**src/rtl/johnson_seq_monitor.sv**
```systemverilog
// Monitors a 4-bit Johnson counter: locks after LOCK_N correct successors, latches a sticky fault on any break.
// Optional completed-cycle counter and cycle_cnt port are enabled by defining JSEQ_CYCLE_CNT_EN.
module johnson_seq_monitor #(
    parameter int CNT_W  = 8,
    parameter int LOCK_N = 2
) (
    input  logic       clk,
    input  logic       rst,
    input  logic [3:0] q_in,
    input  logic       in_valid,
    input  logic       clr,
    output logic [2:0] phase,
    output logic [7:0] phase_oh,
    output logic       locked,
    output logic       seq_err,
    output logic       wrap
`ifdef JSEQ_CYCLE_CNT_EN
    ,
    output logic [CNT_W-1:0] cycle_cnt
`endif
);

    typedef enum logic [1:0] {
        ST_UNLOCK = 2'd0,
        ST_LOCK   = 2'd1,
        ST_FAULT  = 2'd2
    } state_t;

    localparam logic [3:0] LOCK_TARGET = 4'(LOCK_N);

    state_t     state_q, state_d;
    logic [2:0] phase_q, phase_d;
    logic [7:0] phase_oh_q, phase_oh_d;
    logic [3:0] match_q, match_d;
    logic       wrap_q, wrap_d;

    logic       code_legal;
    logic [2:0] code_phase;
    logic       is_succ;
    logic [3:0] match_inc;

    always_comb begin
        code_legal = 1'b1;
        code_phase = 3'd0;
        case (q_in)
            4'b0000: code_phase = 3'd0;
            4'b1000: code_phase = 3'd1;
            4'b1100: code_phase = 3'd2;
            4'b1110: code_phase = 3'd3;
            4'b1111: code_phase = 3'd4;
            4'b0111: code_phase = 3'd5;
            4'b0011: code_phase = 3'd6;
            4'b0001: code_phase = 3'd7;
            default: code_legal = 1'b0;
        endcase
    end

    // A non-zero phase_oh_q means a legal sample is held, so a successor relation is defined.
    assign is_succ   = code_legal && (|phase_oh_q) && (code_phase == phase_q + 3'd1);
    assign match_inc = match_q + 4'd1;

    always_comb begin
        state_d    = state_q;
        phase_d    = phase_q;
        phase_oh_d = phase_oh_q;
        match_d    = match_q;
        wrap_d     = 1'b0;
        if (clr) begin
            state_d    = ST_UNLOCK;
            phase_oh_d = 8'd0;
            match_d    = 4'd0;
        end else if (in_valid) begin
            case (state_q)
                ST_UNLOCK: begin
                    if (code_legal) begin
                        phase_d    = code_phase;
                        phase_oh_d = 8'b1 << code_phase;
                        if (is_succ) begin
                            match_d = match_inc;
                            if (match_inc == LOCK_TARGET) begin
                                state_d = ST_LOCK;
                            end
                        end else begin
                            match_d = 4'd0;
                        end
                    end else begin
                        phase_oh_d = 8'd0;
                        match_d    = 4'd0;
                    end
                end
                ST_LOCK: begin
                    if (is_succ) begin
                        phase_d    = code_phase;
                        phase_oh_d = 8'b1 << code_phase;
                        wrap_d     = (phase_q == 3'd7);
                    end else begin
                        state_d = ST_FAULT;
                    end
                end
                default: begin
                    state_d = state_q;
                end
            endcase
        end
    end

    always_ff @(posedge clk or negedge rst) begin
        if (!rst) begin
            state_q    <= ST_UNLOCK;
            phase_q    <= 3'd0;
            phase_oh_q <= 8'd0;
            match_q    <= 4'd0;
            wrap_q     <= 1'b0;
        end else begin
            state_q    <= state_d;
            phase_q    <= phase_d;
            phase_oh_q <= phase_oh_d;
            match_q    <= match_d;
            wrap_q     <= wrap_d;
        end
    end

`ifdef JSEQ_CYCLE_CNT_EN
    logic [CNT_W-1:0] cnt_q, cnt_d;

    // Counts locked 7->0 transitions; rolls over silently.
    always_comb begin
        cnt_d = cnt_q;
        if (clr) begin
            cnt_d = '0;
        end else if (wrap_d) begin
            cnt_d = cnt_q + 1'b1;
        end
    end

    always_ff @(posedge clk or negedge rst) begin
        if (!rst) begin
            cnt_q <= '0;
        end else begin
            cnt_q <= cnt_d;
        end
    end

    assign cycle_cnt = cnt_q;
`else
    // CNT_W only sizes the optional counter; an empty block keeps it referenced.
    if (CNT_W < 1) begin : g_cnt_w_unused
    end
`endif

    assign phase    = phase_q;
    assign phase_oh = phase_oh_q;
    assign locked   = (state_q == ST_LOCK);
    assign seq_err  = (state_q == ST_FAULT);
    assign wrap     = wrap_q;

endmodule

```
**config.mk**
```make
export PLATFORM = sky130hd
export DESIGN_NAME = johnson_seq_monitor
export DESIGN_NICKNAME = d
export VERILOG_FILES = /design/src/rtl/johnson_seq_monitor.sv
export SDC_FILE = /design/constraint.sdc
export NUM_CORES = 1
export LEC_CHECK = 0
export BUFFER_PORTS_ARGS = -buffer_cell sky130_fd_sc_hd__buf_2
export CORE_MARGIN = 3
export CORE_UTILIZATION = 53
export CTS_BUF_LIST = sky130_fd_sc_hd__clkbuf_16
export DETAILED_ROUTE_END_ITERATION = 6
export GPL_ROUTABILITY_DRIVEN = 0
export GPL_TIMING_DRIVEN = 1
export PLACE_DENSITY = 0.86
export SLEW_MARGIN = 20
export SYNTH_ARGS = -nofsm -noshare
export SYNTH_HDL_FRONTEND = slang
export SYNTH_SLANG_ARGS = --single-unit
```
**constraint.sdc**
```tcl
create_clock -name clk -period 2.8 [get_ports clk]
set_input_delay 0.28 -clock clk [delete_from_list [all_inputs] [get_ports clk]]
set_output_delay 0.28 -clock clk [all_outputs]
set_load 0.03 [all_outputs]
```
==> metrics, run 1 <==
status completed; Worst-Margin Slew 435 ps; top-area cell type share of the netlist area 40.2%; fmax 397 MHz; Worst R2R Start phase[0]$_DFFE_PN0P_; remaining global-route overflow 0; clock skew 2.66 ps; Hold Fails Final Rpt 0; Boundary Pins 22; I/O Buffers 21; DP Area 1240 um^2; Worst Path Arrival 2650 ps; Synth Register Bits 18; count of cell types in the netlist 43; final instance area 1330 um^2; Post-Syn Area 1120 um^2; cell accounting for the most synthesized area dfrtp_1; vias in the first global route 946; non-filler instance count after layout 165; setup slack, reg-to-reg 280 ps; Synth top cells by count dfrtp_1, nor2_1, nand2_1, nor2b_1; Die X 52.0 um; initial antenna violation count 0; H-tree Lvls 1; Tightest Hold Check Type input port to flip-flop; post-CTS setup buffers 0; max-slew violation count 0; DR WL/cell 15.3 um; r2r worst-path depth 7; FP Rows 16; Residual DRC 0; antenna-violating nets left 0; Die ar. 2700 um^2; Overall Global Routing Usage 20.4%; Worst setup SP type flip-flop; Post-Route WL 2.52 mm; top post-synthesis cells by area dfrtp_1, ha_1, a32o_1, nor2_1, nor2b_1; fillers 151; Post-synth top flop dfrtp_1; warning count from the yosys run 0; Post-synth EDFFs 0; DIE HEIGHT 52.0 um; DP HPWL 1.88 mm; clk sinks 18; leakage 0.623 nW; Max VDD drop 0.629 mV; Post-Route Setup TNS 0 ps; DR pass1 iterations 4; hold wc startpoint clr; relative slew slack 71.0%; Async SR Flop Fraction 100%; Crit. End Element flip-flop; number of max-cap violations 0; total CTS buffers 3; largest net degree at the start of global routing 19; hold path endpoint state_q[1]$_DFFE_PN0P_; Tcrit/Tclk final 90.0%; DRT iter0 DRCs 30; first-pass GRT wire length 4.13 mm; Max FO, Critical Path 7; sequential fraction of the synthesis area 40.2%; clock-pin slew on the worst setup and hold paths 50 ps; CTS max path bufs 2; Worst EP required 2930 ps; cts repair resizes 0; P&R area growth vs syn 18.5%; Skew-Pair Late Insertion Delay 250 ps; hold path cells 2; drt via density 6.10; synthesized area per cell 9.66 um^2; kind of critical path flip-flop to flip-flop; Post-CTS Hold Buffers 1; # diodes 0; Clock Tree Root clkbuf_16; layout cells sized above 1 21.7%; final setup violation count 0; total power 0.732 mW; Mapped Cells 116; DR vias 1006; Placed Cells 160; fin crit period 2520 ps; RSZ-0062 raised after global routing false; initial core utilization 56.6%; count leader, synth dfrtp_1; core area 1980 um^2; CTS tree yes; nets@finish 151; worst reg2reg path endpoint phase[0]$_DFFE_PN0P_; Syn Nets 128; pwr dens 551 nW/um^2
[cell families (layout without fill, tap and decap cells)]
family	after synthesis	in the layout	synth area share, %
AND/OR/NAND/NOR	48	48	23.8
AO/OA/AOI/OAI	31	31	22.1
flip-flops	18	18	40.2
buffers and inverters	9	31	3.46
adder cells (fa/ha/maj)	4	4	4.46
multiplexers	4	4	4.46
XOR/XNOR	2	2	1.56
[state kept, by name, indices dropped and copies added, names as in the netlist]
name / cells
phase: 3
match_q: 4
phase_oh: 8
state_q: 2
wrap: 1
[metrics by stage]
stage	util, %	hold WS, ps	setup slack, ps
finish	67.0	313	281
global route	67.0	330	156
CTS	67.0	308	290
detailed placement	62.6	228	296
global placement	62.6	226	397
floorplan	-	-15.6	333
[power by group]
group          switching [mW]  internal [mW]
Clock                  0.0948          0.190
Sequential             0.0146          0.272
Combinational          0.0990         0.0616
Total                   0.208          0.524
[final cells by class]
| cell class | instances | area (um^2) | area share (%) |
|---|---|---|---|
| multi-input combinational | 89 | 632 | 47.6 |
| sequential | 18 | 450 | 33.9 |
| timing repair buffer | 22 | 115 | 8.66 |
| clock buffer | 3 | 75.1 | 5.65 |
| tap | 27 | 33.8 | 2.54 |
| inverter | 5 | 18.8 | 1.41 |
| clock inverter | 1 | 3.75 | 0.282 |
[routing by layer]
layer  vias to the layer above  track usage (%)  wire length [um]
li1                        486                -                 -
met1                       475             27.0              1160
met2                        41             32.2              1180
met3                         4             5.16               147
met4                         0             6.99                30
met5                         -                0                 0
[worst max path at each step]
stage | startpoint | to | slack (ps) | depth (start not counted)
after floorplan | phase[0]$_DFFE_PN0P_ | phase[2]$_DFFE_PN0P_ | 330 | 7
after global placement | phase[0]$_DFFE_PN0P_ | phase[0]$_DFFE_PN0P_ | 400 | 7
after detailed placement | phase[0]$_DFFE_PN0P_ | phase[0]$_DFFE_PN0P_ | 300 | 7
after CTS | phase[0]$_DFFE_PN0P_ | phase[0]$_DFFE_PN0P_ | 290 | 7
after global routing | phase[0]$_DFFE_PN0P_ | phase[2]$_DFFE_PN0P_ | 160 | 7
final | phase[0]$_DFFE_PN0P_ | phase[0]$_DFFE_PN0P_ | 280 | 7
[critical path, stage by stage (launching register included)]
cell     delay (ps)
dfrtp_1         440
ha_1            380
or3b_1          360
o32a_1          190
a32oi_2         250
nand2_2         150
a21oi_4         300
mux2_4          330
[layout by cell type (no fill, tap or decap), types with 3 or more instances in the layout]
cell type,count
nand4_1,4
nand2_1,6
nor2_1,10
nand3_1,4
buf_2,21
dfrtp_1,18
nor2b_1,6
a21oi_1,3
inv_1,5
or2b_1,3
clkbuf_16,3
a32o_1,4
o22ai_1,3
o21ai_1,5
ha_1,4
nor4_1,3
No activity file was read; power rests on OpenSTA's default activity.
==> run 2: changes to the inputs <==
CORE_MARGIN = 2   (was 3)
CORE_UTILIZATION = 58   (was 53)
PLACE_DENSITY = 0.92   (was 0.86)
clock period = 3.15 ns   (was 2.8 ns; I/O delays follow)
==> metrics, run 2 (synthesis results as in run 1) <==
antenna-violating nets left 0 (unchanged); Post-Route Setup TNS 0 ps (unchanged); vias in the first global route 959 (+1.4%); largest net degree at the start of global routing 19 (unchanged); max-slew violation count 0 (unchanged); Hold Fails Final Rpt 18 (+18); CP Launch Point phase[0]$_DFFE_PN0P_; DRT iter0 DRCs 38 (+27%); first-pass GRT wire length 4.37 mm (+5.8%); FF/Latch Area 450 um^2 (unchanged); worst reg2reg path endpoint phase[0]$_DFFE_PN0P_; Comb pwr share 22.6% (+0.7 points); Critical path destination phase[0]$_DFFE_PN0P_; status finished with violations; initial core utilization 63.5% (+7.0 points); layout cells sized above 1 21.9% (+0.16 points); final setup violation count 0 (unchanged); DR WL/cell 16.5 um (+8.0%); CTS tree yes; leakage 0.619 nW (-0.67%); post-CTS setup buffers 0 (unchanged); Die ar. 2300 um^2 (-15%); Max FO, Critical Path 7 (unchanged); Clk network pwr share 38.4% (-0.5 points); Slowest-stage cell, CP dfrtp_1; fillers 124 (-18%); clk sinks 18 (unchanged); Detail Route met3 WL 205 um (+39%); DP HPWL 1.91 mm (+1.5%); Post-CTS Hold Buffers 0 (-1); Skew-Pair Late Insertion Delay 250 ps (about the same); most common cell after layout, fill and taps aside buf_2; clock skew 1.67 ps (-0.986 ps); H-tree Lvls 1 (unchanged); Max VDD drop 0.351 mV (-44%); Worst-Margin Slew 405 ps (-29.9 ps); failing checks negative hold slack; Clock Tree Root clkbuf_16; Overall Global Routing Usage 27.7% (+7.3 points); most frequent cells in the layout buf_2, dfrtp_1, nor2_1, nor2b_1, nand2_1; DP Area 1240 um^2 (-0.20%); Tcrit/Tclk final 82.7% (-7.2 points); DRT met1 WL 1.13 mm (-3.4%); P&R area growth vs syn 17.4%; Boundary Pins 22 (unchanged); # diodes 0 (unchanged); fin crit period 2610 ps (+87.1 ps); final instance area 1320 um^2 (-0.94%); DR top layer met4; Tightest Hold Check Type input port to asynchronous set/reset pin; DIE HEIGHT 48.0 um (-7.7%); total CTS buffers 3 (unchanged); core area 1760 um^2 (-11%); I/O Buffers 21 (unchanged); CTS max path bufs 2 (unchanged); P_int 0.465 mW (-11%); DR vias 1060 (+5.4%); Worst setup SP type flip-flop; Die X 48.0 um (-7.7%); Crit. End Element flip-flop; kind of critical path flip-flop to flip-flop; Post-Route WL 2.67 mm (+6.1%); r2r worst-path depth 7 (unchanged); Multi-input gate area 632 um^2 (unchanged); DR pass1 iterations 4 (unchanged); drt via density 6.54 (+7.3%); Worst EP required 3280 ps (+350 ps); relative slew slack 72.8% (+1.8 points); Residual DRC 0 (unchanged); FP Rows 15 (-1); Worst R2R Start phase[0]$_DFFE_PN0P_; remaining global-route overflow 0 (unchanged); max FFs per register 8 (unchanged); Worst Path Arrival 2740 ps (+90 ps); fmax 384 MHz (-3.3%); cts repair resizes 0 (unchanged); Final Util 74.6% (+7.6 points); switching share of power 28.8% (+0.36 points); initial antenna violation count 0 (unchanged); met2 wire length 1.29 mm (+9.2%); setup slack, reg-to-reg 540 ps (+260 ps); CP max stage delay 460 ps (+20 ps); clock-pin slew on the worst setup and hold paths 50 ps (about the same); switching pwr 0.188 mW (-9.6%); pwr dens 497 nW/um^2 (-9.9%); Hold WS -8.35 ps (-321 ps); nets@finish 150 (-0.66%); Flop pwr share 39.0% (-0.2 points); CP Cell Sequence ha_1 -> or2_1 -> o32a_1 -> a32oi_2 -> nand2_2 -> a21oi_4 -> mux2_4; number of max-cap violations 0 (unchanged); RSZ-0062 raised after global routing false
## run 2: cell count changes in the layout (fill, tap and decap cells not counted), sizes merged
cell	change
dlygate4sd3	-1
## run 2: power by group through the flow
stage	combinational [mW]	sequential, mW	clock, mW
2_1_floorplan	0.0815	0.277	0
3_3_place_gp	0.135	0.256	0
3_5_place_dp	0.141	0.258	0
4_1_cts	0.145	0.255	0.254
5_1_grt	0.160	0.256	0.264
6_report	0.147	0.255	0.251
## run 2: cell type report
class                   count  share of cell area [%]
clock buffers               3                    5.70
clock inverters             1                   0.285
inverters                   5                    1.43
multi-input cells          89                    48.0
flip-flops and latches     18                    34.2
well taps                  25                    2.38
repair buffers             21                    7.98
## run 2: how the worst min path moves through the flow
stage	startpoint	endpoint	slack, ps	depth (start not counted)
2_1_floorplan	rst	match_q[0]$_DFFE_PN0P_	20	0
3_3_place_gp	rst	phase[2]$_DFFE_PN0P_	260	1
3_5_place_dp	rst	phase[1]$_DFFE_PN0P_	270	1
4_1_cts	rst	state_q[1]$_DFFE_PN0P_	5	1
5_1_grt	rst	wrap$_DFF_PN0_	30	1
6_report	rst	wrap$_DFF_PN0_	-8	1
## run 2: worst max-delay path, delay by kind of cell (launching register included)
family | cells | cell delay [ps]
muxes | 1 | 330
adders and majority gates | 1 | 400
DFF | 1 | 460
AOI/OAI and AO/OA | 3 | 900
and+or+nand+nor | 2 | 400
## run 2: stage by stage
stage	setup slack, ps	instances	total power, mW
after global routing	457	162	0.681
after CTS	572	162	0.653
after global placement	750	158	0.391
after detailed placement	617	158	0.399
after floorplan	683	116	0.359
final	544	162	0.654
## run 2: metal layers
metal / vias up / track usage, %
li1: 479 / -
met1: 513 / 37.2
met2: 60 / 46.1
met3: 8 / 3.40
met4: 0 / 9.73
met5: - / 0
==> run 3: changes to the inputs <==
CORE_ASPECT_RATIO = 1.75   (was not set)
CORE_UTILIZATION = 48   (was 58)
PLACE_DENSITY = 0.83   (was 0.92)
clock period = 2.3 ns   (was 3.15 ns; I/O delays follow)
==> metrics, run 3 (synthesis results as in run 1) <==
status finished with violations; failing checks negative setup slack; leakage 0.652 nW (+5.4%); largest net degree at the start of global routing 19 (unchanged); clock-pin slew on the worst setup and hold paths 50 ps (about the same); Die ar. 2750 um^2 (+20%); Worst-Margin Slew 406 ps (+1.32 ps); Tcrit/Tclk final 101% (+18 points); most frequent cells in the layout buf_2, dfrtp_1, nor2_1; Max FO, Critical Path 5 (-2); pwr dens 659 nW/um^2 (+33%); DP Area 1280 um^2 (+3.6%); Hold Fails Final Rpt 0 (-18); DRT iter0 DRCs 35 (-7.9%); setup slack, reg-to-reg -20 ps (-560 ps); pre-CTS WS 35.4 ps (-581 ps); CTS tree yes; Post-Route Setup TNS -29.0 ps (-29.0 ps); Skew-Pair Late Insertion Delay 250 ps (about the same); DR WL/cell 15.5 um (-6.2%); RSZ-0062 raised after global routing true; Hold WS 259 ps (+268 ps); hold wc startpoint clr; Boundary Pins 22 (unchanged); DR pass1 iterations 5 (+1); H-tree Lvls 1 (unchanged); antenna-violating nets left 0 (unchanged); Worst R2R Start phase[0]$_DFFE_PN0P_; relative slew slack 72.9% (+0.16 points); nets@finish 158 (+5.3%); kind of critical path flip-flop to flip-flop; drt via density 6.06 (-7.3%); final instance area 1400 um^2 (+6.3%); worst reg2reg path endpoint phase[2]$_DFFE_PN0P_; number of max-cap violations 0 (unchanged); Worst Slack Setup Final -17.1 ps (-561 ps); total power 0.922 mW (+41%); vias in the first global route 1026 (+7.0%); Worst Path Arrival 2450 ps (-290 ps); r2r worst-path depth 7 (unchanged); remaining global-route overflow 0 (unchanged); clk sinks 18 (unchanged); fmax 432 MHz (+12%); max-slew violation count 0 (unchanged); Crit. End Element flip-flop; # diodes 0 (unchanged); DIE HEIGHT 67.9 um (+42%); final setup violation count 2 (+2); layout cells sized above 1 28.3% (+6.4 points); Die X 40.5 um (-16%); Final Util 62.3% (-12 points); Residual DRC 0 (unchanged); core area 2240 um^2 (+27%); DR vias 1031 (-2.7%); Worst EP required 2430 ps (-850 ps); Critical path destination phase[2]$_DFFE_PN0P_; initial core utilization 49.9% (-14 points); I/O Buffers 21 (unchanged); non-filler instance count after layout 170 (+4.9%); CTS max path bufs 2 (unchanged); P&R area growth vs syn 24.8%; Overall Global Routing Usage 23.3% (-4.4 points); first-pass GRT wire length 4.42 mm (+1.1%); most common cell after layout, fill and taps aside buf_2; initial antenna violation count 0 (unchanged); fin crit period 2320 ps (-289 ps); total CTS buffers 3 (unchanged); Post-Route WL 2.63 mm (-1.5%); Tightest Hold Check Type input port to flip-flop; Clock Tree Root clkbuf_16; FP Rows 23 (+8); DP HPWL 2.00 mm (+4.8%); CP Launch Point phase[0]$_DFFE_PN0P_; Placed Cells 162 (+2.5%); fillers 180 (+45%); Max VDD drop 0.517 mV (+47%); max FFs per register 8 (unchanged); clock skew 3.33 ps (+1.66 ps); Worst setup SP type flip-flop
[run 3: changes by cell type in the layout (fill, tap and decap cells not counted)]
cell | previous run | this run
dlygate4sd3_1 | 0 | 1
ha_4 | 0 | 1
and2b_1 | 2 | 1
dfrtp_2 | 0 | 2
ha_1 | 4 | 3
dfrtp_1 | 18 | 16
and2b_2 | 0 | 1
buf_4 | 0 | 6
buf_6 | 0 | 1
[run 3: repair_timing]
action / in CTS / in global routing
setup buffers: 0 / 3
hold endpoints to repair: 18 / 0
hold buffers: 1 / 0
resized for setup: 0 / 2
setup endpoints to repair: 0 / 10
[run 3: how the worst min path moves through the flow]
stage               depth (start not counted)                 endpoint
global route                                2   state_q[1]$_DFFE_PN0P_
CTS                                         2  phase_oh[1]$_DFFE_PN0P_
detailed placement                          1   state_q[1]$_DFFE_PN0P_
global placement                            1           wrap$_DFF_PN0_
finish                                      2   state_q[1]$_DFFE_PN0P_
floorplan                                   0   match_q[0]$_DFFE_PN0P_
[run 3: layer usage]
metal | GRT usage (%) | vias up | wire length [um]
met5 | 0 | - | 0
met4 | 12.9 | 0 | 84
met3 | 3.57 | 9 | 90
met2 | 40.1 | 35 | 1450
met1 | 25.5 | 489 | 1010
li1 | - | 498 | -
[run 3: report_power, final]
part | internal, mW | switching, mW
sequential | 0.334 | 0.0138
combinational | 0.0979 | 0.134
clock | 0.231 | 0.113
total | 0.662 | 0.260
[run 3: area by class of cell]
| type | count | area, um^2 | area share (%) |
|---|---|---|---|
| multi-input combinational | 89 | 646 | 46.2 |
| clock inverter | 1 | 3.75 | 0.268 |
| tap | 25 | 31.3 | 2.24 |
| sequential | 18 | 453 | 32.4 |
| inverter | 5 | 18.8 | 1.34 |
| timing repair buffer | 29 | 171 | 12.3 |
| clock buffer | 3 | 75.1 | 5.37 |
[run 3: critical path: stages (launching register included)]
cell and delay (ps):
dfrtp_2 420, ha_4 290, or3b_1 360, o32a_1 200, a32oi_2 250, nand2_2 140
a21oi_4 230, mux2_4 320
